<file path="src/rtl/synch_rx_frame.sv">
// Synchronous serial frame receiver: start, dead cycle, DATA_W data bits, optional parity, stop bits.
// Optional macro SYNCH_RX_MSB_FIRST_EN: first data sample lands in bit DATA_W-1 instead of bit 0.
module synch_rx_frame #(
    parameter int DATA_W      = 8,
    parameter int PARITY_MODE = 1,
    parameter int STOP_BITS   = 1
) (
    input  logic              data_clk,
    input  logic              reset,
    input  logic              enable,
    input  logic              data_point,
    output logic [DATA_W-1:0] numb,
    output logic              parity_bit,
    output logic              rx_valid,
    output logic              parity_err,
    output logic              frame_err,
    output logic              busy
);

    localparam int   CNT_W   = (DATA_W > 1) ? $clog2(DATA_W) : 1;
    localparam logic PAR_ODD = (PARITY_MODE == 2);

    typedef enum logic [2:0] {
        IDLE   = 3'd0,
        START  = 3'd1,
        DATA   = 3'd2,
        PARITY = 3'd3,
        STOP   = 3'd4
    } state_t;

    state_t            state_r;
    state_t            state_next_s;
    logic [DATA_W-1:0] shift_r;
    logic [CNT_W-1:0]  bit_cnt_r;
    logic [CNT_W-1:0]  bit_idx_s;
    logic              stop_cnt_r;
    logic              par_rx_r;
    logic              ferr_acc_r;
    logic              last_bit_s;
    logic              last_stop_s;
    logic              done_s;
    logic              ferr_now_s;

    function automatic logic calc_parity(input logic [DATA_W-1:0] d, input logic odd);
        return (^d) ^ odd;
    endfunction

`ifdef SYNCH_RX_MSB_FIRST_EN
    assign bit_idx_s = CNT_W'(DATA_W - 1) - bit_cnt_r;
`else
    assign bit_idx_s = bit_cnt_r;
`endif

    assign last_bit_s  = (bit_cnt_r == CNT_W'(DATA_W - 1));
    assign last_stop_s = (stop_cnt_r == 1'(STOP_BITS - 1));
    assign done_s      = (state_r == STOP) && last_stop_s;
    // The stop sample taken on the completion edge must count toward the flag.
    assign ferr_now_s  = ferr_acc_r | ~data_point;

    // Next-state decode; unknown encodings fall back to IDLE.
    always_comb begin
        state_next_s = IDLE;
        case (state_r)
            IDLE: begin
                if (enable && !data_point) begin
                    state_next_s = START;
                end else begin
                    state_next_s = IDLE;
                end
            end
            START:  state_next_s = DATA;
            DATA: begin
                if (!last_bit_s) begin
                    state_next_s = DATA;
                end else if (PARITY_MODE != 0) begin
                    state_next_s = PARITY;
                end else begin
                    state_next_s = STOP;
                end
            end
            PARITY: state_next_s = STOP;
            STOP: begin
                if (last_stop_s) begin
                    state_next_s = IDLE;
                end else begin
                    state_next_s = STOP;
                end
            end
            default: state_next_s = IDLE;
        endcase
    end

    // State register, datapath capture and registered outputs.
    always_ff @(posedge data_clk or negedge reset) begin
        if (!reset) begin
            state_r    <= IDLE;
            shift_r    <= {DATA_W{1'b0}};
            bit_cnt_r  <= {CNT_W{1'b0}};
            stop_cnt_r <= 1'b0;
            par_rx_r   <= 1'b0;
            ferr_acc_r <= 1'b0;
            numb       <= {DATA_W{1'b0}};
            parity_bit <= 1'b0;
            rx_valid   <= 1'b0;
            parity_err <= 1'b0;
            frame_err  <= 1'b0;
            busy       <= 1'b0;
        end else begin
            state_r <= state_next_s;
            busy    <= (state_next_s != IDLE);
            case (state_r)
                DATA: begin
                    shift_r[bit_idx_s] <= data_point;
                    bit_cnt_r          <= bit_cnt_r + CNT_W'(1);
                end
                PARITY: par_rx_r <= data_point;
                STOP: begin
                    stop_cnt_r <= stop_cnt_r + 1'b1;
                    ferr_acc_r <= ferr_now_s;
                end
                default: begin
                    bit_cnt_r  <= {CNT_W{1'b0}};
                    stop_cnt_r <= 1'b0;
                    ferr_acc_r <= 1'b0;
                end
            endcase
            if (done_s) begin
                numb       <= shift_r;
                parity_bit <= (PARITY_MODE != 0) ? par_rx_r : 1'b0;
                parity_err <= (PARITY_MODE != 0) ?
                              (par_rx_r != calc_parity(shift_r, PAR_ODD)) : 1'b0;
                frame_err  <= ferr_now_s;
                rx_valid   <= 1'b1;
            end else begin
                rx_valid   <= 1'b0;
            end
        end
    end

endmodule

</file>
<file path="config.mk">
export PLATFORM = sky130hd
export DESIGN_NAME = synch_rx_frame
export DESIGN_NICKNAME = d
export VERILOG_FILES = /design/src/rtl/synch_rx_frame.sv
export SDC_FILE = /design/constraint.sdc
export NUM_CORES = 1
export LEC_CHECK = 0
export CAP_MARGIN = 20
export CORE_MARGIN = 2
export CORE_UTILIZATION = 45
export DETAILED_ROUTE_END_ITERATION = 7
export PLACE_DENSITY = 0.78
export SYNTH_ARGS = -nofsm -noshare
export SYNTH_HDL_FRONTEND = slang
export SYNTH_SLANG_ARGS = --single-unit
</file>
<file path="constraint.sdc">
create_clock -name data_clk -period 1.7 [get_ports data_clk]
set_clock_uncertainty 0.2 [all_clocks]
set_input_delay 0.255 -clock data_clk [delete_from_list [all_inputs] [get_ports data_clk]]
set_output_delay 0.255 -clock data_clk [all_outputs]
set_load 0.005 [all_outputs]
</file>
* After elaboration in Yosys (flattened, before gate mapping) *
Index checks and enable logic that the tools add are counted.

cells by class
  add/sub/neg operators = 2
  $lt $le $gt $ge = 2
  equality and inequality tests = 6
  multiplexer cells = 11
  bitwise operators = 3
  reductions and logical operators = 9

operators with widths
  operator                                                           number
  one-hot mux 3 bit (5 select lines)                                 1
  bitwise mux 8 bit                                                  1
  parity 8 bit                                                       1
  equality test 3 x 2 -> 1 bit, second input constant                2
  equality test 3 bit, second input constant                         2
  one-hot mux 3 bit (2 select lines)                                 1
  < comparator 3 x 4 -> 1 bit, second input constant                 1
  two-way mux 1 bit                                                  4
  one-hot mux 1 bit (2 select lines)                                 2
  OR reduction 2 bit                                                 2
  adder 3 x 1 -> 3 bit, second input constant                        1
  demux 1 bit (select 3 bit)                                         1
  equality test 3 x 1 -> 1 bit, second input constant                1
  greater-or-equal comparator 3 x 1 -> 1 bit, second input constant  1
  logical AND 1 bit                                                  3
  zero test 3 bit                                                    1
  two-way mux 3 bit                                                  1
  nonzero test 3 bit                                                 1
  inverter 1 bit                                                     2
  adder 1 bit, second input constant                                 1
  zero test 1 bit                                                    1
  inequality test 1 bit                                              1
  OR 1 bit                                                           1

storage, ports and cells
  bits in registers = 30
  input bits = 4
  output and inout bits = 13
  logic and storage cells = 45

* Logic depth before layout (Yosys ltp) *
Gate-level depths: netlist (run 1).

  depth in word-level cells = 5
  mapped depth = 7
  depth with buffers taken out = 5

* Worst setup path before layout (run 1) *
No wires, ideal clock.

  path kind = flip-flop to flip-flop
  start point = register state_r[1]
  end point = register numb[4]
  setup time = 125 ps
  arrival time = 1430 ps
  data required time = 1375 ps
  path slack = -55 ps
  cell stages (with the launch flop) = 6
  path buffers = 2
  period minus slack after synthesis = 1755 ps
  cell sequence = dfrtp_1 -> nor3b_4 -> nor2b_4 -> buf_6 -> buf_12 -> mux2_4

between the ends
  longest elaborated chain between the ends = 2

RTL lines
  item                    line  RTL
  start, declared         31    state_t state_r;
  start signal, assigned  109   state_r <= state_next_s;
  equality test 3 bit     56    assign done_s = (state_r == STOP) && last_stop_s;
  logical AND 1 bit       56
  net done_s              41    logic done_s;
  end signal, assigned    102   numb <= {DATA_W{1'b0}};
  end signal, assigned    128   numb <= shift_r;
  end, declared           12    output logic [DATA_W-1:0] numb,

The timed path passes the listed nets, and every way through them passes these cells.
A chain may end at the register's enable or synchronous reset.

* Worst setup path in the final report (run 1) *
  start point = register shift_r[7]
  end point = register parity_err

between the ends
  longest elaborated chain between the ends = 2

RTL lines
  item                             line  RTL
  start, declared                  33    logic [DATA_W-1:0] shift_r;
  start signal, assigned           97    shift_r <= {DATA_W{1'b0}};
  start signal, assigned by index  113   shift_r[bit_idx_s] <= data_point;
  parity 8 bit                     45    return (^d) ^ odd;
  inequality test 1 bit            131   (par_rx_r != calc_parity(shift_r, PAR_ODD)) : 1'b0;
  end signal, assigned             130   parity_err <= (PARITY_MODE != 0) ?
  end, declared                    15    output logic parity_err,

Every way passes these cells.

==> metrics.json, run 1 <==
{
  "max_cap_viol_count": {"value": 0},
  "post-route-period-util": {"value": 99.7, "unit": "%"},
  "dpl.hpwl": {"value": 1770, "unit": "microns"},
  "pre_cts_slack": {"value": -0.000426, "unit": "ns"},
  "final_net_count": {"value": 152},
  "synth_unique_cells": {"value": 27},
  "maxSlewViolCount": {"value": 0},
  "cts_inserted_buffers": {"value": 5},
  "number_of_rows_created_at_floorplan": {"value": 20},
  "htreeDepth": {"value": 2},
  "crit_slowest_cell": {"value": "sky130_fd_sc_hd__dfrtp_1"},
  "timing.setup.tns": {"value": 0, "unit": "ns"},
  "antenna_cells_inserted": {"value": 0},
  "ys_seq_area_share": {"value": 52.5, "unit": "%"},
  "grt_setup_unrepaired": {"value": "yes"},
  "core_area": {"value": 0.00303, "unit": "sq mm"},
  "setup.worst_path.end_class": {"value": "register"},
  "power.static_leakage": {"value": 0.877, "unit": "nW"},
  "routed-via-count": {"value": 929},
  "achievable-frequency": {"value": 590, "unit": "MHz"},
  "pin_count_of_the_biggest_net_entering_global_routing": {"value": 31},
  "die_h": {"value": 60.4, "unit": "microns"},
  "clock_tree.buffer_depth": {"value": 2},
  "cp.depth": {"value": 4},
  "clkLatencyLatePin": {"value": 0.34, "unit": "ns"},
  "p_total": {"value": 3.10, "unit": "mW"},
  "power_density": {"value": 1660, "unit": "mW/mm^2"},
  "final_antenna_violating_net_count": {"value": 0},
  "final_routed_drc_violation_total": {"value": 0},
  "irDropWorstVdd": {"value": 0.661, "unit": "mV"},
  "final.min_clock_period": {"value": 1.70, "unit": "ns"},
  "slowest_delay": {"value": 0.43, "unit": "ns"},
  "cts.reportedPaths.clkPinSlew": {"value": 0.09, "unit": "ns"},
  "initial_antenna_violation_count": {"value": 0},
  "timing.critical_path.from_type": {"value": "register"},
  "worst-setup-path-type": {"value": "register to register"},
  "worst_slew_margin_rel": {"value": 74.9, "unit": "%"},
  "postSynthCellCount": {"value": 105},
  "number_of_drc_markers_in_iteration_0": {"value": 18},
  "root_buffer": {"value": "sky130_fd_sc_hd__clkbuf_4"},
  "timing_worst_slew_pin_value": {"value": 0.376, "unit": "ns"},
  "commonest_cells_after_routing_fill_and_taps_aside": {"value": "sky130_fd_sc_hd__dfrtp_1, sky130_fd_sc_hd__buf_4, sky130_fd_sc_hd__nand2_1, sky130_fd_sc_hd__clkdlybuf4s50_1, sky130_fd_sc_hd__mux2_4"},
  "detailedRoute.firstPassIterationCount": {"value": 4},
  "tritoncts_clock_tree": {"value": "yes"},
  "r2r-start": {"value": "shift_r[7]$_DFFE_PN0P_"},
  "worst-endpoint-required": {"value": 1.74, "unit": "ns"},
  "timing.critical_path.cells": {"value": "xnor2_2, xnor3_1, xnor2_1, mux2_4"},
  "global_route_wire_length_before_repair": {"value": 4140, "unit": "microns"},
  "yosys_synthesis_warning_count": {"value": 0},
  "drive_gt1_share": {"value": 41.5, "unit": "%"},
  "origin_of_the_worst_setup_path": {"value": "shift_r[7]$_DFFE_PN0P_"},
  "start_util": {"value": 47.2, "unit": "%"},
  "timing.reg2reg.worst_path_depth": {"value": 4},
  "number_of_failing_setup_endpoints_in_the_final_timing_report": {"value": 0},
  "worst_path_dominant_cell_family": {"value": "XOR/XNOR gates"},
  "fp.dieArea": {"value": 0.00365, "unit": "sq mm"},
  "synth_seq_cells": {"value": 30},
  "grt-ovfl-total": {"value": 0},
  "synthesis.area_per_instance": {"value": 13.6, "unit": "sq um"},
  "synthToLayoutAreaGrowth": {"value": 30.7, "unit": "%"},
  "die-width": {"value": 60.4, "unit": "microns"},
  "global_route.usage.total": {"value": 15.7, "unit": "%"},
  "placement.io_buffers": {"value": 16},
  "outcome": {"value": "finished, final reports clean"},
  "tightest_hold_check_type": {"value": "input pin to asynchronous set/reset pin"},
  "layout_commonest_cell": {"value": "sky130_fd_sc_hd__dfrtp_1"},
  "worstPathArrival": {"value": 1.73, "unit": "ns"},
  "floorplan.io_pins": {"value": 17},
  "worstPathMaxFanout": {"value": 3},
  "number_of_global_route_vias_before_repair": {"value": 931},
  "finalWirelength": {"value": 2530, "unit": "microns"},
  "gp_congestion": {"value": 0.750},
  "clock_sinks": {"value": 30},
  "flop_to_flop_setup_slack": {"value": 0.004, "unit": "ns"},
  "mappedNetlistNets": {"value": 111},
  "synth_area": {"value": 0.00143, "unit": "sq mm"},
  "timing.final.ws_setup": {"value": 0.00450, "unit": "ns"},
  "worstPathBufferInverterCount": {"value": 0},
  "detail_route.wl_per_cell": {"value": 13.2, "unit": "microns"},
  "finalHoldViolations": {"value": 0},
  "avgViaCountPerCell": {"value": 4.86}
}
[synthesized netlist by cell type (all sizes together)]
master,n,area (sq um)
a21o,1,7.51
a22oi,1,7.51
a31oi,1,6.26
buf,3,42.5
clkbuf,1,3.75
dfrtp,30,751
ha,2,25.0
inv,1,3.75
mux2,19,251
mux2i,2,20.0
nand2,13,48.8
nand2b,1,13.8
nand3,3,20.0
nor2,5,18.8
nor2b,4,32.5
nor3,2,21.3
nor3b,2,37.5
o21ai,4,20.0
or3,1,6.26
xnor2,6,52.6
xnor3,1,22.5
xor2,2,17.5
[layout make-up]
class | count | area, sq um
Fill cell | 225 | 1160
Sequential cell | 30 | 753
Multi-Input combinational cell | 70 | 652
Timing Repair Buffer | 38 | 345
Clock buffer | 7 | 55.1
Tap cell | 44 | 55.1
Clock inverter | 1 | 5.00
Inverter | 1 | 3.75
[timing repair]
item / CTS / global route
hold buffers: 0 / 0
pin swaps: 2 / 5
setup endpoints to repair: 5 / 18
resized for setup: 0 / 9
buffers inserted: 1 / 8
[cells by family after synthesis]
group           share of synthesized area, %
simple gates                            13.9
compound gates                          2.89
fa+ha+maj                               1.75
flops                                   52.5
mux                                     19.0
xor+xnor                                6.47
buf+inv                                 3.50
[final timing paths]
check,to
setup / recovery,parity_err$_DFFE_PN0P_
setup reg to reg,parity_err$_DFFE_PN0P_
hold reg to reg,numb[0]$_DFFE_PN0P_
hold / removal,frame_err$_DFFE_PN0P_
min in group data_clk,numb[0]$_DFFE_PN0P_
max in group asynchronous,state_r[2]$_DFF_PN0_
[through the flow]
| step | utilization [%] | hold slack [ns] | area [sq um] | cells |
|---|---|---|---|---|
| 2_1_floorplan | - | -0.241 | 1430 | 105 |
| 3_3_place_gp | 56.5 | 0.291 | 1710 | 174 |
| 3_5_place_dp | 56.5 | 0.296 | 1710 | 174 |
| 4_1_cts | 58.7 | 0.114 | 1780 | 183 |
| 5_1_grt | 61.7 | 0.129 | 1870 | 191 |
| 6_report | 61.7 | 0.0906 | 1870 | 191 |
[metal layers]
layer / up-vias / track usage [%] / wire (microns)
met5: - / 0 / 0
met4: 0 / 9.52 / 89
met3: 9 / 3.84 / 116
met2: 24 / 26.6 / 1280
met1: 461 / 17.8 / 1040
li1: 435 / - / -
[state kept, by name (all words and copies together) (netlist names), 3 cells and up]
register and cells:
state_r 3, bit_cnt_r 3, numb 8, shift_r 8
[power by group]
group	switching (mW)	leakage (nW)	internal, mW	total, mW
Sequential	0.198	0.370	0.993	1.19
Combinational	0.512	0.472	0.949	1.46
Clock	0.252	0.0353	0.200	0.452
Note: power is estimated with default switching activity, not from simulation.
==> run 2, diff against run 1 <==
- SLEW_MARGIN: default -> 20
==> results of run 2 <==
Final layout, timing and power as in run 1 (identical DEF).
==> run 3, diff against run 2 <==
- CTS_BUF_LIST: default -> sky130_fd_sc_hd__clkbuf_8
==> run 3 against run 2 <==
Compared with the run above: non-clock buffer count shrank 4; clock-buffer cell count shrank 1; via count shrank 2.8%; register-to-register slack is essentially flat; design area grew 0.40%; sequential share of layout area shrank 0.16 points; core utilization grew 0.25 points; die area is the same; critical path type unchanged; largest power group unchanged; highest routed layer unchanged.
==> metrics.json, run 3 (synthesis gave the netlist of run 1 again) <==
{
  "crit_slowest_cell": {"value": "sky130_fd_sc_hd__dfrtp_2"},
  "number_of_drc_markers_in_iteration_0": {"value": 26},
  "routed-via-count": {"value": 903},
  "tightest_hold_check_type": {"value": "input pin to asynchronous set/reset pin"},
  "finalHoldViolations": {"value": 0},
  "worstPathArrival": {"value": 1.67, "unit": "ns"},
  "avgViaCountPerCell": {"value": 4.83},
  "worst-setup-path-type": {"value": "register to register"},
  "number_of_global_route_vias_before_repair": {"value": 947},
  "maxSlewViolCount": {"value": 0},
  "slowest_delay": {"value": 0.44, "unit": "ns"},
  "post-route-period-util": {"value": 99.6, "unit": "%"},
  "fp.dieArea": {"value": 0.00365, "unit": "sq mm"},
  "floorplan.io_pins": {"value": 17},
  "stdcell_count": {"value": 187},
  "number_of_failing_setup_endpoints_in_the_final_timing_report": {"value": 0},
  "irDropWorstVdd": {"value": 0.598, "unit": "mV"},
  "commonest_cells_after_routing_fill_and_taps_aside": {"value": "sky130_fd_sc_hd__dfrtp_1, sky130_fd_sc_hd__clkdlybuf4s50_1, sky130_fd_sc_hd__buf_4"},
  "final_routed_drc_violation_total": {"value": 0},
  "timing_worst_slew_pin_value": {"value": 0.376, "unit": "ns"},
  "finalWirelength": {"value": 2600, "unit": "microns"},
  "clock_sinks": {"value": 30},
  "detailedRoute.firstPassIterationCount": {"value": 3},
  "layout_commonest_cell": {"value": "sky130_fd_sc_hd__dfrtp_1"},
  "registers_with_the_most_flip_flops": {"value": "numb (8), shift_r (8)"},
  "core_area": {"value": 0.00303, "unit": "sq mm"},
  "placement.io_buffers": {"value": 16},
  "timing.setup.tns": {"value": 0, "unit": "ns"},
  "max_cap_viol_count": {"value": 0},
  "die-width": {"value": 60.4, "unit": "microns"},
  "root_buffer": {"value": "sky130_fd_sc_hd__clkbuf_8"},
  "final.min_clock_period": {"value": 1.69, "unit": "ns"},
  "grt-ovfl-total": {"value": 0},
  "timing.critical_path.from_type": {"value": "register"},
  "dp.cells": {"value": 174},
  "power.static_leakage": {"value": 0.847, "unit": "nW"},
  "clkLatencyLatePin": {"value": 0.29, "unit": "ns"},
  "fillerInstances": {"value": 226},
  "achievable-frequency": {"value": 590, "unit": "MHz"},
  "die_h": {"value": 60.4, "unit": "microns"},
  "final_net_count": {"value": 148},
  "number_of_rows_created_at_floorplan": {"value": 20},
  "final_antenna_violating_net_count": {"value": 0},
  "drive_gt1_share": {"value": 39.2, "unit": "%"},
  "initial_antenna_violation_count": {"value": 0},
  "cts.reportedPaths.clkPinSlew": {"value": 0.06, "unit": "ns"},
  "worstPathMaxFanout": {"value": 6},
  "timing.critical_path.cells": {"value": "nor3b_4, nor2b_4, buf_12, mux2_2"},
  "setup.worst_path.end_class": {"value": "register"},
  "antenna_cells_inserted": {"value": 0},
  "global_route.usage.total": {"value": 16.6, "unit": "%"},
  "gp_congestion": {"value": 0.750},
  "cts_inserted_buffers": {"value": 5},
  "final_core_utilization": {"value": 62.0, "unit": "%"},
  "tritoncts_clock_tree": {"value": "yes"},
  "detail_route.wl_per_cell": {"value": 13.9, "unit": "microns"},
  "synthToLayoutAreaGrowth": {"value": 31.2, "unit": "%"},
  "worst-endpoint-required": {"value": 1.67, "unit": "ns"},
  "outcome": {"value": "finished, final reports clean"},
  "htreeDepth": {"value": 2},
  "clock_tree.buffer_depth": {"value": 2},
  "global_route_wire_length_before_repair": {"value": 4350, "unit": "microns"},
  "worst_slew_margin_rel": {"value": 75.0, "unit": "%"},
  "cts_hold_repair.buffers": {"value": 0},
  "grt_setup_unrepaired": {"value": "yes"},
  "power_density": {"value": 1710, "unit": "mW/mm^2"},
  "start_util": {"value": 47.2, "unit": "%"},
  "dpl.hpwl": {"value": 1770, "unit": "microns"},
  "pin_count_of_the_biggest_net_entering_global_routing": {"value": 31}
}
## run 3: power by group
group	internal, mW	switching, mW
combinational	0.931	0.503
clock	0.320	0.263
sequential	0.996	0.203
total	2.25	0.968
## run 3: final timing paths
kind                                 startpoint                    end  slack, ns  depth (start not counted)
max in group asynchronous                 reset   state_r[2]$_DFF_PN0_       0.84                          2
max reg2reg                state_r[1]$_DFF_PN0_    numb[1]$_DFFE_PN0P_      0.006                          4
min in group data_clk       numb[0]$_DFFE_PN0P_    numb[0]$_DFFE_PN0P_       0.31                          1
min reg2reg                 numb[0]$_DFFE_PN0P_    numb[0]$_DFFE_PN0P_       0.31                          1
min                                       reset  frame_err$_DFFE_PN0P_       0.15                          2
max                        state_r[1]$_DFF_PN0_    numb[1]$_DFFE_PN0P_      0.006                          4
## run 3: stage by stage
step / power, mW / cell area, sq um / setup slack (ns) / hold WS, ns
final: 3.21 / 1880 / 0.00648 / 0.154
after global placement: 2.51 / 1710 / 0.0366 / 0.291
after CTS: 3.21 / 1820 / -0.00540 / 0.169
after global routing: 3.44 / 1880 / -0.0592 / 0.189
after floorplan: 2.05 / 1430 / -0.0469 / -0.241
after detailed placement: 2.58 / 1710 / -0.000426 / 0.296
## run 3: area by class of cell
cell class	count	area [sq um]	area share (%)
Multi-Input combinational cell	70	648	34.5
Clock inverter	2	8.76	0.467
Clock buffer	6	82.6	4.40
Sequential cell	30	753	40.1
Timing Repair Buffer	34	325	17.3
Tap cell	44	55.1	2.93
Inverter	1	3.75	0.200
## run 3: worst max-delay path: cells and delay by family (launching register included)
| kind | cells | cell delay (ns) |
|---|---|---|
| flip-flops | 1 | 0.44 |
| multiplexers | 1 | 0.33 |
| buffers and inverters | 1 | 0.15 |
| AND/OR/NAND/NOR | 2 | 0.46 |
## run 3: what timing repair did
| action | in CTS | in global routing |
|---|---|---|
| buffers inserted | 3 | 1 |
| resized for setup | 0 | 6 |
| pin swaps | 3 | 7 |
| endpoints found under the setup margin | 3 | 14 |
| gates cloned | 0 | 1 |
## run 3: routing by layer
layer  global-route usage (%)  share of wire, %  vias to the layer above
met5                        0                 0                        -
met3                     7.04               4.0                        6
met4                     6.67               2.2                        0
li1                         -                 -                      427
met2                     27.0                52                       15
met1                     19.4                42                      455
